--- src/rtl/fxp_pkg.sv ---
// fxp_pkg: shared definitions for the fixed-point MAC datapath.
//   - width helpers for the product and accumulator
//   - FSM state encoding of the MAC frame controller
//   - saturation bounds of a DW-bit signed result
package fxp_pkg;

    typedef enum logic [1:0] {
        ST_ACC   = 2'd0,
        ST_DRAIN = 2'd1,
        ST_OUT   = 2'd2
    } fxp_state_e;

    // Full-precision product width of two DW-bit operands.
    function automatic int fxp_pw(input int dw);
        return 32'sd2 * dw;
    endfunction

    // Accumulator width: product plus enough guard bits for maxlen products.
    function automatic int fxp_aw(input int dw, input int maxlen);
        return fxp_pw(dw) + $clog2(maxlen);
    endfunction

    // Largest representable DW-bit signed value.
    function automatic longint fxp_sat_max(input int dw);
        return (64'sd1 <<< (dw - 32'sd1)) - 64'sd1;
    endfunction

    // Smallest representable DW-bit signed value.
    function automatic longint fxp_sat_min(input int dw);
        return -(64'sd1 <<< (dw - 32'sd1));
    endfunction

endpackage

--- src/rtl/fxp_sat.sv ---
// fxp_sat: combinational requantiser. Drops the FW fraction bits of an
// AW-bit accumulator (arithmetic shift, i.e. truncation toward -inf) and
// clips the result to the DW-bit signed range.
//   acc : signed AW-bit value with 2*FW fraction bits
//   z   : DW-bit signed result with FW fraction bits
//   sat : 1 when clipping changed the value
import fxp_pkg::*;

module fxp_sat #(
    parameter int DW = 16,
    parameter int FW = 8,
    parameter int AW = 40
) (
    input  logic signed [AW-1:0] acc,
    output logic        [DW-1:0] z,
    output logic                 sat
);

    localparam logic signed [AW-1:0] ZMAX = AW'(fxp_sat_max(DW));
    localparam logic signed [AW-1:0] ZMIN = AW'(fxp_sat_min(DW));

    logic signed [AW-1:0] shifted_s;

    // Shift out the extra fraction bits, then clip to the result range.
    always_comb begin
        shifted_s = acc >>> FW;
        z         = shifted_s[DW-1:0];
        sat       = 1'b0;
        if (shifted_s > ZMAX) begin
            z   = ZMAX[DW-1:0];
            sat = 1'b1;
        end else if (shifted_s < ZMIN) begin
            z   = ZMIN[DW-1:0];
            sat = 1'b1;
        end else begin
            z   = shifted_s[DW-1:0];
            sat = 1'b0;
        end
    end

endmodule

--- src/rtl/fxp_mac.sv ---
// fxp_mac: signed fixed-point multiply-accumulate over in_last-delimited
// frames, emitting one requantised and saturated result per frame.
//   clk, rst            : clock, synchronous active-high reset
//   in_valid/in_ready   : operand handshake; in_a, in_b, in_last payload
//   out_valid/out_ready : result handshake; out_z, out_sat, out_err payload
//   out_err flags a frame longer than MAXLEN samples.
import fxp_pkg::*;

module fxp_mac #(
    parameter int DW     = 16,
    parameter int FW     = 8,
    parameter int MAXLEN = 256
) (
    input  logic                 clk,
    input  logic                 rst,
    input  logic                 in_valid,
    output logic                 in_ready,
    input  logic signed [DW-1:0] in_a,
    input  logic signed [DW-1:0] in_b,
    input  logic                 in_last,
    output logic                 out_valid,
    input  logic                 out_ready,
    output logic        [DW-1:0] out_z,
    output logic                 out_sat,
    output logic                 out_err
);

    localparam int PW = fxp_pw(DW);
    localparam int AW = fxp_aw(DW, MAXLEN);
    localparam int LW = AW - PW;
    localparam int CW = LW + 1;
    localparam logic [CW-1:0] CNT_MAX = CW'(MAXLEN);

    fxp_state_e           state_r;
    logic signed [PW-1:0] prod_r;
    logic                 prod_last_r;
    logic                 prod_vld_r;
    logic signed [AW-1:0] acc_r;
    logic        [CW-1:0] cnt_r;

    logic                 accept_s;
    logic signed [PW-1:0] a_ext_s;
    logic signed [PW-1:0] b_ext_s;
    logic signed [PW-1:0] prod_s;
    logic signed [AW-1:0] prod_ext_s;
    logic signed [AW-1:0] final_s;
    logic        [DW-1:0] sat_z_s;
    logic                 sat_s;

    // Operand acceptance and full-precision product, plus stage-2 sum.
    always_comb begin
        accept_s   = in_valid & in_ready;
        a_ext_s    = {{DW{in_a[DW-1]}}, in_a};
        b_ext_s    = {{DW{in_b[DW-1]}}, in_b};
        prod_s     = a_ext_s * b_ext_s;
        prod_ext_s = {{LW{prod_r[PW-1]}}, prod_r};
        final_s    = acc_r + prod_ext_s;
    end

    fxp_sat #(
        .DW (DW),
        .FW (FW),
        .AW (AW)
    ) u_sat (
        .acc (final_s),
        .z   (sat_z_s),
        .sat (sat_s)
    );

    // Stage 1: register the product of each accepted pair with its last flag.
    always_ff @(posedge clk) begin
        if (rst) begin
            prod_r      <= '0;
            prod_last_r <= 1'b0;
            prod_vld_r  <= 1'b0;
        end else begin
            prod_vld_r <= accept_s;
            if (accept_s) begin
                prod_r      <= prod_s;
                prod_last_r <= in_last;
            end else begin
                prod_last_r <= 1'b0;
            end
        end
    end

    // Stage 2 accumulation, frame finish and the ACC/DRAIN/OUT controller.
    always_ff @(posedge clk) begin
        if (rst) begin
            state_r   <= ST_ACC;
            in_ready  <= 1'b1;
            out_valid <= 1'b0;
            out_z     <= '0;
            out_sat   <= 1'b0;
            out_err   <= 1'b0;
            acc_r     <= '0;
            cnt_r     <= '0;
        end else begin
            if (prod_vld_r) begin
                if (prod_last_r) begin
                    out_z   <= sat_z_s;
                    out_sat <= sat_s;
                    // Counter already at MAXLEN means the last pair is beyond it.
                    out_err <= (cnt_r == CNT_MAX);
                    acc_r   <= '0;
                    cnt_r   <= '0;
                end else begin
                    acc_r <= final_s;
                    // Saturate so very long frames cannot wrap the error flag away.
                    if (cnt_r != CNT_MAX) begin
                        cnt_r <= cnt_r + CW'(1);
                    end
                end
            end

            case (state_r)
                ST_ACC: begin
                    if (accept_s && in_last) begin
                        state_r  <= ST_DRAIN;
                        in_ready <= 1'b0;
                    end
                end
                ST_DRAIN: begin
                    // The last product finishes the frame on this edge.
                    state_r   <= ST_OUT;
                    out_valid <= 1'b1;
                end
                ST_OUT: begin
                    if (out_ready) begin
                        state_r   <= ST_ACC;
                        out_valid <= 1'b0;
                        in_ready  <= 1'b1;
                    end
                end
                default: begin
                    state_r   <= ST_ACC;
                    out_valid <= 1'b0;
                    in_ready  <= 1'b1;
                end
            endcase
        end
    end

endmodule

--- config.mk ---
export PLATFORM = sky130hd
export DESIGN_NAME = fxp_mac
export DESIGN_NICKNAME = d
export VERILOG_FILES = /design/src/rtl/fxp_pkg.sv /design/src/rtl/fxp_sat.sv /design/src/rtl/fxp_mac.sv
export SDC_FILE = /design/constraint.sdc
export NUM_CORES = 1
export LEC_CHECK = 0
export ABC_AREA = 0
export CAP_MARGIN = 20
export CORE_AREA = 2 2 183 185
export CTS_CLUSTER_DIAMETER = 200
export DETAILED_ROUTE_END_ITERATION = 12
export DIE_AREA = 0 0 185 187
export PLACE_DENSITY = 0.67
export SKIP_LAST_GASP = 1
export SYNTH_ARGS = -nofsm -noshare
export SYNTH_HDL_FRONTEND = slang
export SYNTH_SLANG_ARGS = --single-unit
--- constraint.sdc ---
create_clock -name clk -period 20.7 [get_ports clk]
set_input_delay 3.105 -clock clk [delete_from_list [all_inputs] [get_ports clk]]
set_output_delay 3.105 -clock clk [all_outputs]
set_load 0.01 [all_outputs]
==> reports/metrics.cfg, run 1 <==
[clocking]
cts-root-buf = clkbuf_16
cts_made_buffers = 9
cts.clk_slew.worst_paths_ns = 0.07
cts_tree = yes
cts.hold.buffers_added = 0
cts_setup_buffers = 0
clock_path_buffers = 2
cts_sinks = 105
htree_num_levels = 3
cts.repair.resized = 0
insertion_delay_ns = 0.36

[timing]
fin_crit_sh = 0.475
fmax_mhz = 102
worst_slew_pin_slew_ns = 0.879
maxSlewViolCount = 0
rsz0062_at_grt = no
slew_headroom = 0.414
setup_violations = 0
min_period_ns = 9.84
hold_slack_ns = 0.426
fin_setup_tns_ns = 0
finalClockSkew_ns = 0.00998
hold_viol = 0
post-route-worst-setup-slack_ns = 10.86

[global_route]
grt_antenna_before_repair = 0
grt_usage = 0.232
grt_pass1_wl_um = 64600
grt_max_degree = 80
grt_overflow_total = 0
grt_pass1_vias = 13238

[synthesis]
synth_top_cell_by_area = fa_1
synthArstFlopShare = 0
ys_ff_latch = 105
syn_avg_cell_area_um2 = 8.49
seq_area_frac_synth = 0.130
syn_nets = 2330
synth.distinct_cells = 79
ys.flop_type = dfxtp_1
yosys-top-cells-count = inv_1, fa_1, nand2_1
synth_edf_count = 0
synth_area_um2 = 16200
synth_most_common_cell = inv_1
synthCells = 1907
yosysTopAreaCellShare = 0.325
synth_area_leaders = fa_1, dfxtp_1, ha_1
synth_warnings = 0

[setup_path]
cp.required_ns = 20.95
r2r_setup_slack_ns = 16.33
cp_data_arrival_time_ns = 10.08
crit_fanout = 16
startpoint_type = primary input
end_kind = register
path_class = primary input to register

[drt]
detailroute.via_count = 12467
drt-pass1-iter-count = 5
wl_met2_um = 18400
highest_layer = met4
wl_met1_um = 16300
vias_per_cell = 5.31
wl_per_cell_um = 16.1
wl_met3_um = 1430
ant_nets = 0
post-route-drc-count = 0
drtIter0Drc = 580
drt-total-wl_um = 37800

[floorplan]
core-area_um2 = 32900
rows = 67
io_pins = 57
initial_core_util = 0.493
fp.dieW_um = 185
die_h_um = 187
die_area_um2 = 34600

[layout]
fill_cells = 3115
drive_gt1_frac = 0.0231
nets = 2321
n_antenna_cell = 0
fin_cells = 2349
area_growth_pct = 6.95

[placement]
dpl.hpwl_um = 30600
io_buffers = 56
finalWeightedCongestion = 0.879
pre_cts_ws_ns = 10.53
dp_cells = 2334

[min_path]
hp-class = register to register

[status]
status = finished, final reports clean

[flow_run]
maxCapViolCount = 0

-- state kept, by name (all words and copies together), names as in the netlist --
signal	cells
prod_vld_r	1
out_z	16
acc_r	40
out_sat	1
cnt_r	9
out_err	1
prod_last_r	1
in_ready	1
out_valid	1
prod_r	32
state_r	2
-- critical path, stage by stage --
cell,delay [ns]
clkdlybuf4s50_1,0.96
nand2_1,0.17
fa_1,0.57
inv_1,0.05
fa_1,0.48
fa_1,0.53
fa_1,0.54
fa_1,0.54
inv_1,0.05
fa_1,0.52
inv_1,0.04
ha_1,0.34
a21o_1,0.17
a21o_1,0.18
a221oi_1,0.26
o21bai_1,0.11
a21oi_1,0.14
o21ai_0,0.18
a221o_1,0.37
a31oi_1,0.25
o21ai_0,0.15
xor2_1,0.16
a22o_1,0.19
-- placed cells by master, fill, tap and decap left out, drive strengths merged, types with 27 or more instances in the layout --
| master | netlist | routed |
|---|---|---|
| nand2 | 235 | 235 |
| xnor2 | 48 | 48 |
| a21o | 35 | 35 |
| xor2 | 27 | 27 |
| ha | 123 | 123 |
| o21ai | 33 | 33 |
| clkdlybuf4s50 | 0 | 55 |
| inv | 345 | 345 |
| a21oi | 103 | 103 |
| and2 | 131 | 131 |
| a22oi | 32 | 32 |
| nor2 | 138 | 138 |
| dfxtp | 105 | 105 |
| fa | 263 | 263 |
-- path summary, 6_finish.rpt --
kind	start	endpoint	cells after the start
worst min-delay path	state_r[1]	state_r[0]	1
worst max-delay path	in_b[7]	prod_r[30]	23
worst min register to register	state_r[1]	state_r[0]	1
worst max register to register	prod_r[19]	out_z[5]	12
-- stage by stage --
step	utilization	cell area [um2]
after floorplan	-	16200
after detailed placement	0.518	17000
after global routing	0.527	17300
after CTS	0.526	17300
final	0.527	17300
after global placement	0.518	17000
-- logic make-up after synthesis --
group | after synthesis | share of synthesized area
multiplexers | 3 | 0.00201
XOR/XNOR | 75 | 0.0406
buffers and inverters | 427 | 0.101
AO/OA/AOI/OAI | 306 | 0.130
AND/OR/NAND/NOR | 605 | 0.177
adder cells (fa/ha/maj) | 386 | 0.420
flip-flops | 105 | 0.130
-- layout make-up --
type | instances | area (um2) | area share
clock buffers | 11 | 233 | 0.0134
flip-flops and latches | 105 | 2100 | 0.121
multi-input cells | 1375 | 12500 | 0.720
inverters | 345 | 1290 | 0.0748
clock inverters | 3 | 43.8 | 0.00253
well taps | 448 | 561 | 0.0324
repair buffers | 62 | 621 | 0.0358
-- layer usage --
layer / vias up / GRT usage
li1: 6022 / -
met1: 6108 / 0.295
met2: 253 / 0.400
met3: 84 / 0.0261
met4: 0 / 0.0946
met5: - / 0
Power of run 1 is left out: the tool's default activity adds up to more than one toggle a clock period on the data nets, which glitch-free logic cannot reach.
==> run 2, diff against run 1 <==
- clock period: 20.7 -> 9.49 ns (I/O delays scaled with it)
==> run 2 against run 1 <==
- wire length grew 0.84%
- final cell count grew 0.38%
- sequential share of layout area shrank 0.074 points
- via count grew 1.7%
- register-to-register slack lost 11 ns
==> reports/metrics.cfg, run 2 (synthesis gave the netlist of run 1 again) <==
[setup_path]
slowest_stage = clkdlybuf4s50_1
cpPeakStageDelay_ns = 0.91  ; -0.05 ns
cp_cell_sequence = clkdlybuf4s50_1, nand2_1, fa_1, inv_1, fa_1, fa_1, fa_1, fa_1, inv_1, fa_1, inv_1, ha_1, a21o_1, a21o_1, a221oi_1, o21bai_1, a21oi_1, o21ai_0, a221o_1, a31oi_1, o21ai_0, xor2_1, a22o_1
end_kind = register
startpoint_type = primary input
cp.required_ns = 9.74  ; -11.21 ns
cp_data_arrival_time_ns = 8.38  ; -1.70 ns
crit_fanout = 16  ; unchanged
crit_buf_inv = 4  ; unchanged
critPathTopFamily = adder cells
crit_top_cell = fa_1
path_class = primary input to register

[global_route]
grt_max_degree = 80  ; unchanged
grt_antenna_before_repair = 0  ; unchanged
grt_overflow_total = 0  ; unchanged
grt_pass1_wl_um = 66000  ; +2.1%
grt_pass1_vias = 13427  ; +1.4%
grt_usage = 0.235  ; +0.00335

[drt]
ant_nets = 0  ; unchanged
post-route-drc-count = 0  ; unchanged
detailroute.via_count = 12679  ; +1.7%
wl_per_cell_um = 16.2  ; +0.46%
drt-pass1-iter-count = 5  ; unchanged
drtIter0Drc = 545  ; -6.0%
drt-total-wl_um = 38100  ; +0.84%
vias_per_cell = 5.38  ; +1.3%

[timing]
setup_violations = 0  ; unchanged
hold_slack_ns = 0.420  ; -0.00624 ns
min_period_ns = 8.14
finalClockSkew_ns = 0.00830  ; -0.00168 ns
worst_slew_pin_slew_ns = 0.884  ; +0.00433 ns
fin_crit_sh = 0.857
rsz0062_at_grt = no
hold_viol = 0  ; unchanged
fmax_mhz = 123
fin_setup_tns_ns = 0  ; unchanged
slew_headroom = 0.411  ; -0.00289
maxSlewViolCount = 0  ; unchanged

[layout]
drive_gt1_frac = 0.0283  ; +0.00513
final_cell_mix = inv_1, fa_1, nand2_1, nor2_1, and2_1
top_regs = acc_r: 40 flops, prod_r: 32 flops, out_z: 16 flops
nets = 2328  ; +0.30%
layout_commonest_cell = inv_1
area_growth_pct = 7.61
n_antenna_cell = 0  ; unchanged
largest_register_ffs = 40  ; unchanged
top_register = acc_r
regArea_um2 = 2100  ; unchanged
fill_cells = 3181  ; +2.1%
multi_input_area_um2 = 12500  ; unchanged

[floorplan]
core-area_um2 = 32900  ; unchanged
die_area_um2 = 34600  ; unchanged
initial_core_util = 0.493  ; unchanged
rows = 67  ; unchanged
io_pins = 57  ; unchanged
fp.dieW_um = 185  ; unchanged
die_h_um = 187  ; unchanged

[clocking]
cts.repair.resized = 0  ; unchanged
cts_setup_buffers = 0  ; unchanged
cts_tree = yes
clock_path_buffers = 2  ; unchanged
cts.hold.buffers_added = 0  ; unchanged
cts_made_buffers = 9  ; unchanged
cts-root-buf = clkbuf_16
htree_num_levels = 3  ; unchanged
cts.clk_slew.worst_paths_ns = 0.07  ; about the same
insertion_delay_ns = 0.35  ; about the same
cts_sinks = 105  ; unchanged

[placement]
finalWeightedCongestion = 0.897  ; +2.1%
io_buffers = 56  ; unchanged
dpl.hpwl_um = 31100  ; +1.5%

[status]
status = finished, final reports clean

[min_path]
hp-class = register to register

[flow_run]
maxCapViolCount = 0  ; unchanged

-- run 2: cell types whose count changed in the layout (fill, tap and decap cells not counted), sizes merged --
cell / delta
buf: +7
bufinv: +1
clkbuf: +1
clkinv: -1
inv: +1
-- run 2: per-stage QoR --
stage	worst slack, ns	cells	util	area (um2)
after floorplan	2.11	1907	-	16200
after global placement	1.05	2341	0.519	17100
after detailed placement	0.990	2341	0.519	17100
after CTS	1.36	2357	0.529	17400
after global routing	0.887	2358	0.530	17400
final	1.35	2358	0.530	17400
-- run 2: cell type report --
class	instances	share of cell area
inverter	345	0.0743
multi-input combinational	1375	0.715
timing repair buffer	69	0.0386
sequential	105	0.121
clock buffer	12	0.0147
clock inverter	4	0.00424
tap	448	0.0322
-- run 2: final timing paths --
| path | start | endpoint | slack (ns) | depth (start not counted) |
|---|---|---|---|---|
| max | in_b[10] | prod_r[30] | 1.35 | 23 |
| min | state_r[1] | state_r[0] | 0.42 | 1 |
| max reg2reg | prod_r[21] | out_z[4] | 5.11 | 12 |
| min reg2reg | state_r[1] | state_r[0] | 0.42 | 1 |
-- run 2: per-layer routing --
| layer | GRT usage | wire length [um] | vias up |
|---|---|---|---|
| met2 | 0.414 | 18900 | 303 |
| met4 | 0.0849 | 1400 | 0 |
| met3 | 0.0201 | 1430 | 79 |
| met5 | 0 | 0 | - |
| met1 | 0.301 | 16400 | 6257 |
| li1 | - | - | 6040 |
Power of run 2 is left out for the same reason.
